===== src/rtl/mem_access_unit.sv =====
// Multi-cycle sequencer between the CPU core and a single-ported byte-addressable memory.
// Arbitrates fetch against load/store, extends sub-word loads and performs SB/SH as read-modify-write.
module mem_access_unit #(
    parameter int WORD_SIZE = 32,
    parameter int ADDR_SIZE = 32
) (
    input  logic                 clk,
    input  logic                 rst,
    input  logic                 if_req,
    input  logic [ADDR_SIZE-1:0] if_addr,
    output logic                 if_ready,
    output logic [WORD_SIZE-1:0] if_instr,
    output logic                 if_err,
    input  logic                 d_req,
    input  logic                 d_we,
    input  logic [2:0]           d_funct3,
    input  logic [ADDR_SIZE-1:0] d_addr,
    input  logic [WORD_SIZE-1:0] d_wdata,
    output logic                 d_ready,
    output logic [WORD_SIZE-1:0] d_rdata,
    output logic                 d_err,
    output logic [ADDR_SIZE-1:0] mem_addr,
    output logic                 mem_write_en,
    output logic [WORD_SIZE-1:0] mem_write_data,
    input  logic [WORD_SIZE-1:0] mem_rdata
);

    typedef enum logic [2:0] {
        S_IDLE,
        S_FETCH,
        S_LOAD,
        S_RMW_RD,
        S_STORE
    } state_t;

    state_t               state_q, state_d;
    logic [ADDR_SIZE-1:0] addr_q, addr_d;
    logic [2:0]           funct3_q, funct3_d;
    logic [WORD_SIZE-1:0] wbuf_q, wbuf_d;
    logic                 err_pend_q, err_pend_d;
    logic                 err_port_q, err_port_d;   // 1 = data port, 0 = fetch port
    logic                 if_ready_q, if_ready_d;
    logic [WORD_SIZE-1:0] if_instr_q, if_instr_d;
    logic                 if_err_q, if_err_d;
    logic                 d_ready_q, d_ready_d;
    logic [WORD_SIZE-1:0] d_rdata_q, d_rdata_d;
    logic                 d_err_q, d_err_d;

    logic                 accept;
    logic                 d_illegal;
    logic                 d_misaligned;
    logic                 d_bad;
    logic [WORD_SIZE-1:0] lane_shift;
    logic [WORD_SIZE-1:0] load_ext;
    logic [WORD_SIZE-1:0] merged;

    // Both ready flags must be low so a request still held during its ready pulse is not served twice.
    assign accept = (state_q == S_IDLE) && !if_ready_q && !d_ready_q && !err_pend_q;

    assign d_illegal    = (d_funct3 == 3'b011) || (d_funct3[2:1] == 2'b11) || (d_we && d_funct3[2]);
    assign d_misaligned = ((d_funct3[1:0] == 2'b01) && d_addr[0]) ||
                          ((d_funct3[1:0] == 2'b10) && (d_addr[1:0] != 2'b00));
    assign d_bad        = d_illegal || d_misaligned;

    assign lane_shift = mem_rdata >> {addr_q[1:0], 3'b000};

    always_comb begin
        load_ext = mem_rdata;
        case (funct3_q)
            3'b000:  load_ext = {{24{lane_shift[7]}}, lane_shift[7:0]};
            3'b001:  load_ext = {{16{lane_shift[15]}}, lane_shift[15:0]};
            3'b100:  load_ext = {24'd0, lane_shift[7:0]};
            3'b101:  load_ext = {16'd0, lane_shift[15:0]};
            default: load_ext = mem_rdata;
        endcase
    end

    // Byte-lane merge for SB/SH: the latched store data replaces the addressed lane(s) of the read word.
    genvar gi;
    generate
        for (gi = 0; gi < 4; gi++) begin : g_lane
            localparam logic [1:0] LANE = 2'(gi);
            localparam int         HOFS = 8 * (gi % 2);
            logic byte_hit;
            logic half_hit;
            assign byte_hit = (funct3_q[1:0] == 2'b00) && (addr_q[1:0] == LANE);
            assign half_hit = (funct3_q[1:0] == 2'b01) && (addr_q[1] == LANE[1]);
            assign merged[8*gi +: 8] = byte_hit ? wbuf_q[7:0] :
                                       half_hit ? wbuf_q[HOFS +: 8] :
                                                  mem_rdata[8*gi +: 8];
        end
    endgenerate

    always_comb begin
        state_d    = state_q;
        addr_d     = addr_q;
        funct3_d   = funct3_q;
        wbuf_d     = wbuf_q;
        err_pend_d = err_pend_q;
        err_port_d = err_port_q;
        if_ready_d = 1'b0;
        if_instr_d = if_instr_q;
        if_err_d   = if_err_q;
        d_ready_d  = 1'b0;
        d_rdata_d  = d_rdata_q;
        d_err_d    = d_err_q;

        case (state_q)
            S_IDLE: begin
                if (err_pend_q) begin
                    err_pend_d = 1'b0;
                    if (err_port_q) begin
                        d_ready_d = 1'b1;
                        d_err_d   = 1'b1;
                        d_rdata_d = '0;
                    end else begin
                        if_ready_d = 1'b1;
                        if_err_d   = 1'b1;
                        if_instr_d = '0;
                    end
                end else if (accept && d_req) begin
                    addr_d   = d_addr;
                    funct3_d = d_funct3;
                    wbuf_d   = d_wdata;
                    if (d_bad) begin
                        err_pend_d = 1'b1;
                        err_port_d = 1'b1;
                    end else if (!d_we) begin
                        state_d = S_LOAD;
                    end else if (d_funct3[1:0] == 2'b10) begin
                        state_d = S_STORE;
                    end else begin
                        state_d = S_RMW_RD;
                    end
                end else if (accept && if_req) begin
                    addr_d = if_addr;
                    if (if_addr[1:0] != 2'b00) begin
                        err_pend_d = 1'b1;
                        err_port_d = 1'b0;
                    end else begin
                        state_d = S_FETCH;
                    end
                end
            end
            S_FETCH: begin
                if_instr_d = mem_rdata;
                if_err_d   = 1'b0;
                if_ready_d = 1'b1;
                state_d    = S_IDLE;
            end
            S_LOAD: begin
                d_rdata_d = load_ext;
                d_err_d   = 1'b0;
                d_ready_d = 1'b1;
                state_d   = S_IDLE;
            end
            S_RMW_RD: begin
                wbuf_d  = merged;
                state_d = S_STORE;
            end
            S_STORE: begin
                d_rdata_d = '0;
                d_err_d   = 1'b0;
                d_ready_d = 1'b1;
                state_d   = S_IDLE;
            end
            default: state_d = S_IDLE;
        endcase
    end

    always_ff @(posedge clk) begin
        if (rst) begin
            state_q    <= S_IDLE;
            addr_q     <= '0;
            funct3_q   <= '0;
            wbuf_q     <= '0;
            err_pend_q <= 1'b0;
            err_port_q <= 1'b0;
            if_ready_q <= 1'b0;
            if_instr_q <= '0;
            if_err_q   <= 1'b0;
            d_ready_q  <= 1'b0;
            d_rdata_q  <= '0;
            d_err_q    <= 1'b0;
        end else begin
            state_q    <= state_d;
            addr_q     <= addr_d;
            funct3_q   <= funct3_d;
            wbuf_q     <= wbuf_d;
            err_pend_q <= err_pend_d;
            err_port_q <= err_port_d;
            if_ready_q <= if_ready_d;
            if_instr_q <= if_instr_d;
            if_err_q   <= if_err_d;
            d_ready_q  <= d_ready_d;
            d_rdata_q  <= d_rdata_d;
            d_err_q    <= d_err_d;
        end
    end

    // The memory sees the word-aligned address only while an access is in flight.
    assign mem_addr       = ((state_q != S_IDLE) && !rst) ? {addr_q[ADDR_SIZE-1:2], 2'b00} : '0;
    assign mem_write_en   = (state_q == S_STORE) && !rst;
    assign mem_write_data = (state_q == S_STORE) ? wbuf_q : '0;

    assign if_ready = if_ready_q;
    assign if_instr = if_instr_q;
    assign if_err   = if_err_q;
    assign d_ready  = d_ready_q;
    assign d_rdata  = d_rdata_q;
    assign d_err    = d_err_q;

endmodule


===== config.mk =====
export PLATFORM = sky130hd
export DESIGN_NAME = mem_access_unit
export DESIGN_NICKNAME = d
export VERILOG_FILES = /design/src/rtl/mem_access_unit.sv
export SDC_FILE = /design/constraint.sdc
export NUM_CORES = 1
export LEC_CHECK = 0
export CAP_MARGIN = 20
export CORE_AREA = 5 5 141 143
export CTS_CLUSTER_SIZE = 40
export DETAILED_ROUTE_END_ITERATION = 8
export DIE_AREA = 0 0 146 148
export HOLD_SLACK_MARGIN = 0.03
export PLACE_DENSITY_LB_ADDON = 0.1
export SLEW_MARGIN = 25
export SYNTH_ARGS = -nofsm -noshare
export SYNTH_HDL_FRONTEND = slang
export SYNTH_SLANG_ARGS = --single-unit

===== constraint.sdc =====
create_clock -name clk -period 2.04 [get_ports clk]
set_clock_uncertainty 0.05 [all_clocks]
set_input_delay 0.51 -clock clk [delete_from_list [all_inputs] [get_ports clk]]
set_output_delay 0.51 -clock clk [all_outputs]
set_load 0.005 [all_outputs]

==> results.md <==
* Outcome: finished with violations
* Failing checks: setup timing
* Asr flop ratio synth at 0
* Max IR drop VDD at 0.603 mV
* Crit path DAT at 1.67 ns
* First-pass GRT wire length at 42700 µm
* Main combinational cell family by area after synthesis: compound AO/OA/AOI/OAI gates
* Initial detailed-routing violation count at 563
* CTS H-tree depth at 4
* Final Util at 0.630
* Wire length per cell at 20.6 µm
* CP max stage delay at 0.35 ns
* GP Congestion at 0.890
* Clock sink count at 140
* Share of cells above drive strength 1 at 0.254
* Area of placed instances at 10600 µm²
* Clock Latency Late Sink at 0.42 ns
* Row cnt at 50
* Least-Margin Pin Slew at 0.546 ns
* Worst slew margin at 0.635
* Mux share of post-synthesis cell area at 0.0348
* Antenna fix cells at 0
* RSZ-0062 raised after global routing: yes
* Post-Syn Instances at 839
* Detail Placement HPWL at 20600 µm
* DRT Pass-1 Iters at 5
* Area of the multi-input gates at 4140 µm²
* Post-synthesis register bit count at 140
* Layout Nets at 1293
* XOR/XNOR Fraction of Synth Area at 0
* Combinational power share at 0.291
* Max_cap viols at 0
* Sw frac at 0.312
* Final Hold Fails at 0
* P_sw at 2.78 mW
* Starting Density at 0.390
* CP Capture Type: output pin
* Final min period at 2.23 ns
* Crit-path max FO at 17
* P_int at 6.14 mW
* Core Box Area at 18500 µm²
* Worst-path clk slew at 0.06 ns
* Final period utilization at 1.09
* Critical Path RT at 1.48 ns
* Compound-cell area share of the yosys netlist at 0.263
* Adder-cell share of the synthesized area at 0
* Setup CP Type: reg2out
* Number of buffers created by CTS at 17
* Synth cell types at 60
* DR vias/cell at 5.59
* Vias in the first global route at 7605
* DRC at 0
* Die ar. at 21600 µm²
* P_leak at 4.64 nW
* Register share of total power at 0.362
* Syn avg cell area at 8.58 µm²
* Place WS at -0.263 ns
* Wirelength, routed at 28900 µm
* FF+latch area at 2810 µm²
* Total grt overflow at 0
* Via count at 7842
* Final count of pins violating max slew at 0
* Hold crit path type: reg2reg
* Largest net degree at the start of global routing at 61
* Clock Path Buffers at 2
* Final Cell Area at 11600 µm²
* CTS tree: done
* IO buf count at 266
* DIE HEIGHT at 148 µm
* Synth warn at 0
* All-Layer GR Usage at 0.248
* Filler cell count at 1604
* Crit-path leading delay family: buffers and inverters
* Setup WS post-layout at -0.191 ns
* Post-synthesis sequential area ratio at 0.389
* Inst Count DP at 1355
* Synth Flop Type: dfxtp_1
* Initial antenna violation count at 0
* Simple-Gate Fraction of Synth Area at 0.248
* Power Density at 767 nW/µm²
* Clock power share at 0.347
* Fmax at 448 MHz
* I/O pins at 269
* Critical-path top delay cell: dfxtp_4
* CP Cell Sequence: nor3b_4 -> buf_4 -> buf_12 -> and2_1 -> clkdlybuf4s15_2
* Setup Viol. Count Final at 63
* Number of synthesized flops with an enable pin at 0
* Root Buffer: clkbuf_16
* Post-route insts no fill at 1404
* CP Launch Type: flip-flop
* Crit path buffers/inverters at 3
* P&R area growth vs syn at 61.6%
* DRT antenna net count at 0
* Synthesized area at 7200 µm²
* Die span in x at 146 µm
[power groups by stage]
stage | logic, mW | registers (mW) | clock network (mW)
after global routing | 2.79 | 3.26 | 3.28
after floorplan | 1.37 | 3.21 | 0
after CTS | 2.45 | 3.22 | 3.14
final | 2.60 | 3.23 | 3.10
after global placement | 2.40 | 3.28 | 0
after detailed placement | 2.43 | 3.27 | 0
[timing repair]
action / CTS / global route
gates resized for setup: 235 / 119
endpoints found under the setup margin: 63 / 107
hold buffers: 0 / 0
buffers inserted: 9 / 4
cloned: 2 / 4
pin swaps: 11 / 27
[final timing paths]
check                                     endpoint  cells after the start        from  slack, ns
worst max-delay path            mem_write_data[11]                      5  state_q[1]      -0.19
worst min register to register          d_rdata[1]                      2  d_rdata[1]       0.40
worst min-delay path                    d_rdata[1]                      2  d_rdata[1]       0.40
worst max register to register          addr_q[23]                      8  state_q[1]       0.11
[layout by cell type, fill, tap and decap left out, drive strengths merged, types with 11 or more instances in the layout]
cell type / count
dfxtp: 140
and2: 62
a2bb2oi: 13
mux2i: 25
nor2b: 29
nor3: 12
nor2: 72
a311oi: 48
nand2: 115
clkdlybuf4s50: 202
a21oi: 31
a22o: 40
o31ai: 16
a211oi: 11
o21ai: 18
buf: 169
a32oi: 17
clkbuf: 28
[Yosys cell counts, drive strengths merged (2+ instances only)]
cell	number	area [µm²]
nor3	12	70.1
o221ai	7	61.3
and3	10	62.6
or2	2	12.5
a22o	40	350
nand2	115	432
a2bb2oi	13	114
nor3b	3	38.8
o211a	9	90.1
mux2i	25	250
or3b	8	70.1
nand3b	3	22.5
a311oi	48	458
nand2b	7	43.8
a32oi	17	149
a221oi	2	23.8
o21ai	18	90.1
o31ai	16	120
nor4	10	62.6
clkbuf	34	128
a31oi	10	62.6
nor2b	29	189
and2	62	388
dfxtp	140	2800
a211oi	11	82.6
inv	2	7.51
a21oi	31	155
nand3	10	50.1
buf	49	329
nor2	72	283
o211ai	8	60.1
[cells by family (layout without fill, tap and decap cells)]
| logic type | after synthesis | in the layout |
|---|---|---|
| simple gates | 350 | 350 |
| compound gates | 238 | 238 |
| flops | 140 | 140 |
| buf+inv | 85 | 415 |
| mux | 25 | 25 |
| other cells | 1 | 2 |
[worst reg2reg max path, delay by kind of cell (launching register included)]
| family | cells | cell delay, ns |
|---|---|---|
| AO/OA/AOI/OAI | 1 | 0.29 |
| buffers and inverters | 4 | 0.58 |
| flip-flops | 1 | 0.35 |
| AND/OR/NAND/NOR | 3 | 0.57 |
[registers in the layout, summed over array words and instances, names as in the netlist, 3 cells and up]
signal,count
addr_q,32
funct3_q,3
if_instr,32
wbuf_q,32
d_rdata,32
state_q,3
[metal layers]
layer,vias up,share of wire,global-route usage
li1,3724,-,-
met1,3728,0.42,0.322
met2,344,0.47,0.399
met3,46,0.074,0.0628
met4,0,0.028,0.0964
met5,-,0,0
[stage by stage]
step / TNS (ns) / power [mW] / hold WS (ns)
after CTS: -9.61 / 8.81 / 0.404
final: -8.08 / 8.92 / 0.403
after global placement: -12.40 / 5.68 / 0.389
after floorplan: 0 / 4.59 / 0.398
after detailed placement: -14.98 / 5.70 / 0.396
after global routing: -12.53 / 9.33 / 0.437
[final cells by class]
cell class,instances,share of cell area
Sequential cell,140,0.242
Clock inverter,12,0.0121
Inverter,2,0.000646
Clock buffer,20,0.0384
Tap cell,234,0.0252
Multi-Input combinational cell,615,0.356
Timing Repair Buffer,381,0.326
Power figures use the tool's default switching activity.
==> patch 1 (same flow settings) <==
`ADDR_SIZE`: 32 -> 64.
--- a/src/rtl/mem_access_unit.sv
+++ b/src/rtl/mem_access_unit.sv
@@ -2,7 +2,7 @@
 // Arbitrates fetch against load/store, extends sub-word loads and performs SB/SH as read-modify-write.
 module mem_access_unit #(
     parameter int WORD_SIZE = 32,
-    parameter int ADDR_SIZE = 32
+    parameter int ADDR_SIZE = 64
 ) (
     input  logic                 clk,
     input  logic                 rst,
Interface: changed (resized d_addr, if_addr and mem_addr); port bits go from 269 to 365. No check against the original RTL was run, so the function may have changed too.
==> patch 1 against the original RTL <==
Cell area is 31% higher. Count of clock-buffer cells in the layout is 3 lower. Largest power group unchanged. Critical endpoint is now mem_addr[39]. Power is 22% higher. Critical path depth is 1 higher. Register-to-register slack worse by 300 ps. Non-clock buffer count is 142 higher. Routed wire length is 37% higher. Area after synthesis is 19% higher. Worst hold slack better by 16 ps. Core utilization is 20 points higher. The run still ends with setup timing left. Die area stayed put. First-iteration DRC count is 48% higher. Setup slack worse by 130 ps. Sequential cell count is 32 higher.
==> patch 1: results (changes against the original RTL) <==
vias in the first global route - 9201 (+21%)
first-pass GRT wire length - 51400 um (+20%)
number of fill cells - 1059 (-34%)
status - finished with violations
Worst Hold End - d_rdata[10]
met1 usage - 38.8% (+6.6 points)
failing checks - setup timing
synth top area cells - dfxtp_1 (40%), nand2_1 (7.4%), and2_1 (7.0%)
initial antenna violation count - 1 (+1)
largest net degree at the start of global routing - 55 (-9.8%)
Worst Min Path Start - d_rdata[10]
P_int - 7.22 mW (+18%)
delay-heaviest family, CP - simple AND/OR/NAND/NOR gates
worst hold slack - 420 ps (+16.3 ps)
Clock Latency Late Sink - 440 ps (+20 ps)
final setup fails - 153 (+140%)
Routed WL - 39500 um (+37%)
slowest stage delay, CP - 400 ps (+50 ps)
top post-synthesis cells by count - dfxtp_1 (172), nand2_1 (169), nor2_1 (123)
met3 WL - 3710 um (+74%)
R2R cell count - 10 (+2)
CP Max Fanout - 8 (-9)
Vias - 10280 (+31%)
routability cong. - 0.906 (+1.8%)
Min-Delay Path Depth - 1 (-1)
LEAKAGE - 6.23 nW (+34%)
Worst Slack Setup Final - -321 ps (-130 ps)
DRT met1 WL - 15300 um (+25%)
peak supply drop - 0.000644 V (+6.7%)
worst r2r dst - addr_q[63]
GRT Total Usage - 29.8% (+5.0 points)
HPWL after DPL - 24100 um (+17%)
post-synthesis compound-gate area fraction - 25.7% (-0.63 points)
grt met2 use - 49.2% (+9.2 points)
Setup TNS Final - -24690 ps (-16610 ps)
[patch 1: cell types whose count changed after synthesis, sizes merged, moves of 15 or more]
cell and delta:
nand2 +54, a32oi -16, and2 +33, a211oi +28, o31ai -15, dfxtp +32
nor2 +51, o21ai +36, buf -17, a221o +16, clkbuf +32, mux2i -16
[patch 1: through the flow]
stage	cell area, um2	instances	util, %	setup WS [ps]
6_report	15300	1741	82.8	-321
5_1_grt	15300	1741	82.8	-360
4_1_cts	13800	1697	75.0	-435
3_5_place_dp	12900	1641	70.0	-467
3_3_place_gp	12900	1641	70.0	-449
2_1_floorplan	8530	1050	-	8.09
[patch 1: final cells by class]
class | count | area, um2 | area share [%]
flip-flops and latches | 172 | 3450 | 22.6
inverters | 5 | 18.8 | 0.123
well taps | 234 | 293 | 1.92
repair buffers | 523 | 5490 | 35.9
clock buffers | 17 | 425 | 2.78
clock inverters | 15 | 190 | 1.24
multi-input cells | 775 | 5410 | 35.4
[patch 1: how the worst max path moves through the flow]
stage / start / end / slack, ps
after floorplan: rst / d_rdata[27] / 8
final: state_q[0] / mem_addr[39] / -320
after global routing: state_q[2] / mem_addr[39] / -360
after CTS: state_q[1] / mem_addr[17] / -430
after global placement: mem_rdata[23] / d_rdata[21] / -450
after detailed placement: mem_rdata[7] / d_rdata[27] / -470
[patch 1: power groups by stage]
stage,clock network (mW),registers [mW],logic [mW]
2_1_floorplan,0,3.91,1.29
6_report,3.37,3.99,3.55
5_1_grt,3.53,4.02,3.74
3_5_place_dp,0,3.97,2.46
4_1_cts,3.38,3.90,2.71
3_3_place_gp,0,3.96,2.42
[patch 1: what timing repair did]
action,CTS,global route
resized for setup,272,424
buffers inserted,17,37
gates cloned,8,14
pin swaps,17,97
setup endpoints to repair,128,179
==> patch 2 (same settings) <==
Made on the original files. Make the reset (`rst`) asynchronous in one clocked block.
--- a/src/rtl/mem_access_unit.sv
+++ b/src/rtl/mem_access_unit.sv
@@ -168,7 +168,7 @@
         endcase
     end
 
-    always_ff @(posedge clk) begin
+    always_ff @(posedge clk or posedge rst) begin
         if (rst) begin
             state_q    <= S_IDLE;
             addr_q     <= '0;
Formal check against the unedited RTL: differs if rst is asserted again (counterexample within 4 cycles, from zero or initial values and one cycle with rst high); with rst held inactive, the same outputs for 4 cycles.
==> patch 2 against the original RTL <==
The flow still finishes with violations (setup timing). Area after synthesis increased by 0.73%. Routed wire length decreased by 4.7%. Critical path type unchanged. Sequential cell count stayed put. Highest routed layer unchanged. Cell area grew 1.6%. Setup slack worse by 200 ps.
Power is not compared: it rests on default switching activity, and its combinational part moved more than twofold at a synthesized area within 25%.
==> patch 2: results (changes against the original RTL) <==
DP Worst Slack - -451 ps (-189 ps)
fin cells - 1256 (-11%)
largest net degree at the start of global routing - 70 (+15%)
delay-heaviest family, CP - simple AND/OR/NAND/NOR gates
worst slew pin tran - 887 ps (+340 ps)
Slowest-stage cell, CP - or3_4
HPWL after DPL - 20300 um (-1.6%)
GRT Total Usage - 24.0% (-0.87 points)
DRT Pass-1 Iters - 6 (+1)
routability cong. - 0.886 (-0.47%)
Vias - 6836 (-13%)
Critical Path AT - 1870 ps (+200 ps)
worst hold slack - 386 ps (-17.0 ps)
synthesized instance count - 678 (-19%)
Synth top area share - 48.3% (+9.4 points)
top post-synthesis cells by count - dfrtp_1 (140), mux2i_1 (80), nor2_1 (57)
r2r startpoint - state_q[0]
number of cells after detailed placement - 1199 (-12%)
Initial DRC Count - 462 (-18%)
final setup fails - 63 (unchanged)
Worst Slack Setup Final - -395 ps (-204 ps)
failing checks - setup timing
status - finished with violations
vias in the first global route - 6921 (-9.0%)
Async SR Flop Fraction - 100% (+100 points)
r2r setup slk - 40 ps (-70 ps)
sequential fraction of the synthesis area - 48.3% (+9.4 points)
layout cell share with drive strength beyond 1 - 28.2% (+2.8 points)
worst r2r dst - wbuf_q[3]
==> patch 2: cell count changes after synthesis, moves of 20 or more <==
cell	delta
a311oi_1	-42
dfxtp_1	-140
mux2i_1	+55
a221o_1	+24
and3_1	+20
nor2b_1	-23
dfrtp_1	+140
nand2_1	-87
==> patch 2: worst max path at each step <==
stage	from	to	slack, ps
after floorplan	rst	mem_addr[10]	110
after CTS	state_q[0]	mem_addr[30]	-570
after global routing	state_q[0]	mem_addr[18]	-440
final	state_q[0]	mem_addr[17]	-390
after global placement	rst	mem_addr[19]	-400
after detailed placement	mem_rdata[15]	d_rdata[18]	-450
==> patch 2: through the flow <==
stage / setup TNS (ps) / area (um2)
3_3_place_gp: -29390 / 10700
5_1_grt: -20290 / 11800
3_5_place_dp: -35500 / 10700
6_report: -17750 / 11800
4_1_cts: -23940 / 11300
2_1_floorplan: 0 / 7270
==> patch 2: logic make-up (layout without fill, tap and decap cells) <==
family | after synthesis | count (layout) | synth area share (%)
compound gates | 177 | 177 | 18.4
buf+inv | 74 | 417 | 4.80
flops | 140 | 140 | 48.3
mux | 100 | 100 | 14.7
other cells | 1 | 2 | 0.0517
simple gates | 186 | 186 | 13.7
==> patch 2: layout make-up <==
cell class              instances  area [um2]
clock buffers                  19         433
clock inverters                11         170
fillers                      1496        6640
inverters                      15        61.3
multi-input cells             465        3630
flip-flops and latches        140        3500
well taps                     234         293
repair buffers                372        3720
==> patch 2: layer usage <==
metal	up-vias	part of all wire, %	GRT usage [%]
li1	3144	-	-
met1	3385	44	32.2
met2	273	48	39.2
met3	34	6.0	4.97
met4	0	2.0	7.53
met5	-	0	0
==> patch 2: timing repair <==
item / CTS / global route
setup endpoints to repair: 67 / 75
gates cloned: 0 / 7
gates resized for setup: 84 / 242
buffers inserted: 2 / 18
pin swaps: 1 / 18
==> patch 2: report_power, final <==
part	leakage (nW)	switching (mW)	internal, mW	total, mW
logic	3.55	3.41	4.39	7.80
clock network	0.285	1.20	2.03	3.24
registers	1.72	0.956	4.04	4.99
total	5.55	5.57	10.5	16.0
